### src/rtl/frame_parser.sv
`default_nettype none
// ============================================================================
// Module      : frame_parser
// Description : Receive-side AXIS frame parser. Checks and strips the 16-byte
//               header (Dest, Src, Link_Type, SyncWord), forwards the payload
//               and keeps accept/drop statistics. Optional build macro:
//               FRAME_PARSER_PROMISC_EN (skip the destination address filter).
// Revision    : 1.0 - initial release
// ============================================================================
module frame_parser #(
    parameter int DATA_WIDTH = 64,
    parameter int CNT_WIDTH  = 16
) (
    input  logic                    ACLK,
    input  logic                    ARESET,
    input  logic [DATA_WIDTH-1:0]   S_AXIS_tdata,
    input  logic [DATA_WIDTH/8-1:0] S_AXIS_tkeep,
    input  logic                    S_AXIS_tvalid,
    input  logic                    S_AXIS_tlast,
    output logic                    S_AXIS_tready,
    output logic [DATA_WIDTH-1:0]   M_AXIS_tdata,
    output logic [DATA_WIDTH/8-1:0] M_AXIS_tkeep,
    output logic                    M_AXIS_tvalid,
    output logic                    M_AXIS_tlast,
    input  logic                    M_AXIS_tready,
    input  logic [47:0]             Local_Address,
    input  logic [15:0]             Link_Type,
    input  logic [15:0]             SyncWord,
    input  logic [13:0]             Packet_Size,
    output logic [47:0]             Rx_Source_Address,
    output logic [13:0]             Rx_Length,
    output logic                    Rx_Done,
    output logic                    Rx_Length_Error,
    output logic [CNT_WIDTH-1:0]    Accept_Count,
    output logic [CNT_WIDTH-1:0]    Drop_Count
);

    localparam int          c_KEEP_W    = DATA_WIDTH / 8;
    localparam logic [47:0] c_BROADCAST = 48'hFFFF_FFFF_FFFF;

    typedef enum logic [1:0] {
        ST_HDR0    = 2'd0,
        ST_HDR1    = 2'd1,
        ST_PAYLOAD = 2'd2,
        ST_DROP    = 2'd3
    } state_t;

    state_t                  r_state;
    logic [47:0]             r_dest;
    logic [47:0]             r_src;
    logic [13:0]             r_len_cnt;
    logic [13:0]             r_pend_len;
    logic [47:0]             r_pend_src;
    logic [DATA_WIDTH-1:0]   r_m_tdata;
    logic [c_KEEP_W-1:0]     r_m_tkeep;
    logic                    r_m_tvalid;
    logic                    r_m_tlast;
    logic [47:0]             r_rx_src;
    logic [13:0]             r_rx_len;
    logic                    r_rx_done;
    logic                    r_len_err;
    logic [CNT_WIDTH-1:0]    r_acc_cnt;
    logic [CNT_WIDTH-1:0]    r_drop_cnt;

    logic [63:0]             w_be;
    logic [3:0]              w_keep_cnt;
    logic                    w_s_ready;
    logic                    w_s_fire;
    logic                    w_m_fire;
    logic                    w_addr_ok;
    logic                    w_hdr_ok;
    logic                    w_drop_evt;
    logic                    w_acc_evt;

    // Byte-reverse the beat so header fields read big-endian (wire byte 0 = MSB).
    for (genvar gi = 0; gi < 8; gi++) begin : g_swap
        assign w_be[63-8*gi -: 8] = S_AXIS_tdata[8*gi +: 8];
    end

    always_comb begin
        w_keep_cnt = '0;
        for (int i = 0; i < c_KEEP_W; i++) begin
            w_keep_cnt = w_keep_cnt + {3'd0, S_AXIS_tkeep[i]};
        end
    end

    always_comb begin
        w_s_ready = 1'b0;
        if (!ARESET) begin
            if (r_state == ST_PAYLOAD) begin
                w_s_ready = !r_m_tvalid || M_AXIS_tready;
            end else begin
                w_s_ready = 1'b1;
            end
        end
    end

`ifdef FRAME_PARSER_PROMISC_EN
    logic w_unused_addr;
    assign w_unused_addr = ^{Local_Address, r_dest};
    assign w_addr_ok     = 1'b1;
`else
    assign w_addr_ok = (r_dest == Local_Address) || (r_dest == c_BROADCAST);
`endif

    assign w_s_fire   = S_AXIS_tvalid && w_s_ready;
    assign w_m_fire   = r_m_tvalid && M_AXIS_tready;
    assign w_hdr_ok   = w_addr_ok && (w_be[31:16] == Link_Type) && (w_be[15:0] == SyncWord);
    // Any tlast outside PAYLOAD ends a frame that will never be forwarded.
    assign w_drop_evt = w_s_fire && S_AXIS_tlast && (r_state != ST_PAYLOAD);
    assign w_acc_evt  = w_m_fire && r_m_tlast;

    always_ff @(posedge ACLK) begin
        if (ARESET) begin
            r_state    <= ST_HDR0;
            r_dest     <= '0;
            r_src      <= '0;
            r_len_cnt  <= '0;
            r_pend_len <= '0;
            r_pend_src <= '0;
            r_m_tdata  <= '0;
            r_m_tkeep  <= '0;
            r_m_tvalid <= 1'b0;
            r_m_tlast  <= 1'b0;
            r_rx_src   <= '0;
            r_rx_len   <= '0;
            r_rx_done  <= 1'b0;
            r_len_err  <= 1'b0;
            r_acc_cnt  <= '0;
            r_drop_cnt <= '0;
        end else begin
            r_rx_done <= 1'b0;
            r_len_err <= 1'b0;
            if (w_m_fire) begin
                r_m_tvalid <= 1'b0;
            end

            case (r_state)
                ST_HDR0: begin
                    if (w_s_fire) begin
                        r_dest        <= w_be[63:16];
                        r_src[47:32]  <= w_be[15:0];
                        if (!S_AXIS_tlast) begin
                            r_state <= ST_HDR1;
                        end
                    end
                end
                ST_HDR1: begin
                    if (w_s_fire) begin
                        r_src[31:0] <= w_be[63:32];
                        if (S_AXIS_tlast) begin
                            r_state <= ST_HDR0;
                        end else if (w_hdr_ok) begin
                            r_len_cnt <= '0;
                            r_state   <= ST_PAYLOAD;
                        end else begin
                            r_state <= ST_DROP;
                        end
                    end
                end
                ST_PAYLOAD: begin
                    if (w_s_fire) begin
                        r_m_tdata  <= S_AXIS_tdata;
                        r_m_tkeep  <= S_AXIS_tkeep;
                        r_m_tlast  <= S_AXIS_tlast;
                        r_m_tvalid <= 1'b1;
                        if (S_AXIS_tlast) begin
                            // Snapshot frame results; the next header may overwrite r_src
                            // before this last beat leaves the output register.
                            r_pend_len <= r_len_cnt + {10'd0, w_keep_cnt};
                            r_pend_src <= r_src;
                            r_len_cnt  <= '0;
                            r_state    <= ST_HDR0;
                        end else begin
                            r_len_cnt <= r_len_cnt + {10'd0, w_keep_cnt};
                        end
                    end
                end
                ST_DROP: begin
                    if (w_s_fire && S_AXIS_tlast) begin
                        r_state <= ST_HDR0;
                    end
                end
                default: r_state <= ST_HDR0;
            endcase

            if (w_acc_evt) begin
                r_rx_done <= 1'b1;
                r_rx_len  <= r_pend_len;
                r_rx_src  <= r_pend_src;
                r_len_err <= (r_pend_len != Packet_Size);
                if (r_acc_cnt != '1) begin
                    r_acc_cnt <= r_acc_cnt + 1'b1;
                end
            end
            if (w_drop_evt && (r_drop_cnt != '1)) begin
                r_drop_cnt <= r_drop_cnt + 1'b1;
            end
        end
    end

    assign S_AXIS_tready     = w_s_ready;
    assign M_AXIS_tdata      = r_m_tdata;
    assign M_AXIS_tkeep      = r_m_tkeep;
    assign M_AXIS_tvalid     = r_m_tvalid;
    assign M_AXIS_tlast      = r_m_tlast;
    assign Rx_Source_Address = r_rx_src;
    assign Rx_Length         = r_rx_len;
    assign Rx_Done           = r_rx_done;
    assign Rx_Length_Error   = r_len_err;
    assign Accept_Count      = r_acc_cnt;
    assign Drop_Count        = r_drop_cnt;

endmodule
`default_nettype wire

### config.mk
export PLATFORM = sky130hd
export DESIGN_NAME = frame_parser
export DESIGN_NICKNAME = d
export VERILOG_FILES = /design/src/rtl/frame_parser.sv
export SDC_FILE = /design/constraint.sdc
export NUM_CORES = 1
export LEC_CHECK = 0
export CELL_PAD_IN_SITES_DETAIL_PLACEMENT = 1
export CELL_PAD_IN_SITES_GLOBAL_PLACEMENT = 2
export CORE_MARGIN = 3
export CORE_UTILIZATION = 30
export CTS_CLUSTER_DIAMETER = 60
export DETAILED_ROUTE_END_ITERATION = 10
export HOLD_SLACK_MARGIN = 0.02
export PLACE_DENSITY_LB_ADDON = 0.1
export SYNTH_ARGS = -nofsm -noshare
export SYNTH_HDL_FRONTEND = slang
export SYNTH_SLANG_ARGS = --single-unit
### constraint.sdc
create_clock -name ACLK -period 13 [get_ports ACLK]
set_clock_uncertainty 0.2 [all_clocks]
set_input_delay 2.6 -clock ACLK [delete_from_list [all_inputs] [get_ports ACLK]]
set_output_delay 2.6 -clock ACLK [all_outputs]
set_load 0.02 [all_outputs]
==> out/results.txt <==
The die boundary height was 222 um; the number of nets still failing antenna checks after routing was 0. For the number of clock buffers inserted by TritonCTS, the log shows 43. Total of max-cap violations: 0.

After floorplanning, the core was divided into 78 placement rows. The run gives 551 as the first-iteration detailed-routing DRC count. The critical path in this run is classified as in -> out. Summing all placed instances gives a cell area of 17800 sq um.

After clock tree synthesis, the setup repair step added 0 buffers. Port buffering added 341 buffers. Of all nets on the critical path, the largest fanout is 4. The critical path goes through clkdlybuf4s50_1 > nand2b_1 > o21ba_4 > clkdlybuf4s50_1. The first detailed-routing pass took 5 iterations. For this run, the register share of the synthesized area comes to 49.1%.

STA puts the critical path data required time at 10.20 ns. The class of the tightest hold or removal check is reg -> reg. The die covers 49400 sq um.

In this run the horizontal extent of the chip is 222 um. Flip-flop cell with the highest count after synthesis: dfxtp_1. Summed over all cells, the static leakage comes to 6.39 nW.

The fraction of synthesis flops using an asynchronous set or reset pin works out to 0%. The endpoint kind of the worst setup timing path was an output port. The logs give 10 for the number of antenna violations at the first check in global routing and 0.810 for the placer congestion estimate. The flow ran to the end, and the final reports show no timing, DRC or antenna violations. After routing the design area is 19200 sq um. Timing would allow up to 145 MHz. The worst hold slack was 0.247 ns; the post-cts repair resize count was 0.

The number of global-route vias before repair is 12900. Cells with a size suffix above 1 make up 4.82% of the layout. The root buffer cell chosen for the clock tree is clkbuf_16. For the number of max-slew violations in the final report, the log shows 0.

After synthesis the netlist holds a flip-flop and latch count of 344. The first global-routing pass estimated 79.1 mm of wire. After detailed routing, the number of remaining DRC violations is 0. 342 I/O pins were placed. In the routed layout, each cell is associated on average with a via count of 4.80. The initial cell density of the core came out at 30.6%.

The cell that appears most often on the critical path is clkdlybuf4s50_1. After filler insertion, the fill cell instance count of the layout stands at 5409. The final total power was 2.44 mW; the share of the clock period used by the worst path after layout was 53.2%. Setup repair after global routing left no endpoint under its margin. Setup total negative slack on the finished layout was measured at 0 ns. Delay of the slowest critical-path stage: 0.61 ns. The area growth from synthesis to layout is 37.0%.

Counting every sink on the clock net gives 344. Cell at the slowest stage of the critical path: clkdlybuf4s50_1. Counting distinct cell types in the post-synthesis netlist gives 54.

The core region is 45800 sq um. The mean instance size in the synthesized netlist came out at 8.07 sq um. STA classifies the critical path startpoint as an input port. Clock period minus worst slack: 6.92 ns. For this run, the number of Yosys warnings is 0. The total count of hold-check failures in the final report is 0. The clock reaches the later pin of the worst-skew pair after 0.57 ns. The setup slack of the most critical reg-to-reg path came out at 9.07 ns.

In this run, synthesis inferred 0 flip-flops with an integrated enable. At the pin with the least slew margin, the transition time is 1.02 ns. VDD sags by at most 0.0655 mV.

The synthesized netlist occupies a cell area of 14000 sq um. The power density over the cells came out at 127 nW/um^2. Synthesis produced a netlist with a net count of 1921. Across all layers, the routed design uses 12800 vias. Synthesis produced a netlist whose cell count is 1737. The worst pin sits at a relative slew slack of 31.6%. The run gives 2205 as the post-layout net count. TritonCTS built the clock tree.

After detailed routing, the average wire length per cell comes to 19.6 um. Across every metal layer, demand over resource in global routing totals 20.3%. In this run the deepest clock path goes through 3 buffers. The routed design has 52.2 mm of wire. The CTS H-tree depth is 2, and the final number of setup-violating endpoints is 0.

The number of hold buffers added after CTS was 0. The clock-pin slew on the worst setup and hold paths was 0.06 ns. STA puts the critical path data arrival time at 4.12 ns. The largest net degree at the start of global routing was 113. For the post-detailed-placement half-perimeter wirelength, the log shows 36.8 mm. After global routing the overflow that remains totals 0.
-- per-stage QoR --
step                      setup WS [ns]  cells  utilization (%)
final                              6.08   2658             42.0
after global routing               6.03   2655             42.0
after global placement             6.10   2576             38.9
after CTS                          6.08   2652             41.9
after floorplan                    6.90   1737                -
after detailed placement           6.09   2576             38.9
-- worst max-delay path, delay by kind of cell --
kind / cells / cell delay, ns
compound gates: 1 / 0.20
buf+inv: 2 / 1.14
simple gates: 1 / 0.18
-- cells in the mapped netlist (all sizes together) (8+ instances only) --
cell type	n	share of area, %
xor2	36	2.2
and3	18	0.84
a21oi	298	11
inv	15	0.40
nand2	582	16
dfxtp	344	49
nand2b	10	0.45
a211oi	10	0.61
xnor2	96	6.0
clkbuf	76	2.0
buf	36	1.6
nor2	49	1.3
ha	8	0.71
nand3	15	0.54
nand4	47	2.1
nor3	9	0.36
nor4	8	0.40
o21ai	15	0.56
-- registers in the layout, indices dropped and copies added, names as in the netlist, 16 cells and up --
register / cells
M_AXIS_tdata: 64
Rx_Source_Address: 48
Drop_Count: 16
Accept_Count: 16
r_src: 48
r_pend_src: 48
r_dest: 48
-- worst paths after layout --
check                                from                           to  cells past startpoint
setup / recovery            M_AXIS_tready                S_AXIS_tready                      4
hold / removal     r_src[24]$_SDFFE_PP0P_  r_pend_src[24]$_SDFFE_PP0P_                      2
setup reg to reg  r_state[0]$_SDFFE_PP0P_   r_pend_len[1]$_SDFFE_PP0P_                      7
hold reg to reg    r_src[24]$_SDFFE_PP0P_  r_pend_src[24]$_SDFFE_PP0P_                      2
-- metal layers --
layer | up-vias | part of all wire (%) | GRT usage [%]
met5 | - | 0.12 | 0
met1 | 6100 | 46 | 27.2
met2 | 273 | 45 | 32.4
li1 | 6319 | - | -
met3 | 71 | 6.1 | 5.79
met4 | 8 | 2.0 | 4.97
-- cell type report --
type / count / area, sq um / area share [%]
Tap cell: 600 / 751 / 3.91
Inverter: 15 / 56.3 / 0.293
Timing Repair Buffer: 351 / 3490 / 18.2
Multi-Input combinational cell: 1266 / 6610 / 34.4
Clock buffer: 64 / 1290 / 6.69
Antenna cell: 6 / 15.0 / 0.0782
Sequential cell: 344 / 6890 / 35.8
Clock inverter: 12 / 114 / 0.593
-- layout by cell type (no fill, tap or decap), drive strengths merged, types with 8 or more instances in the layout --
cell type	instances
nor4	8
nand2b	10
xnor2	96
nand4	47
and3	18
dfxtp	344
ha	8
clkbuf	64
o21ai	15
a21oi	298
clkdlybuf4s50	340
xor2	36
nand2	582
nand3	15
inv	18
buf	11
nor2	49
a211oi	10
nor3	9
-- power breakdown --
part,switching [mW],leakage [nW],total [mW],internal (mW)
logic,0.0962,2.92,0.182,0.0860
registers,0.0126,2.78,1.08,1.07
clock network,0.477,0.690,1.18,0.705
total,0.585,6.39,2.44,1.86
-- cell families after synthesis --
family	Yosys count	share of synthesized area (%)
adders and majority gates	13	1.43
DFF	344	49.1
buffers and inverters	127	4.05
AOI/OAI and AO/OA	350	13.6
muxes	9	0.723
and+or+nand+nor	762	22.8
xor gates and xnor gates	132	8.24
No activity file was read; power rests on OpenSTA's default activity.
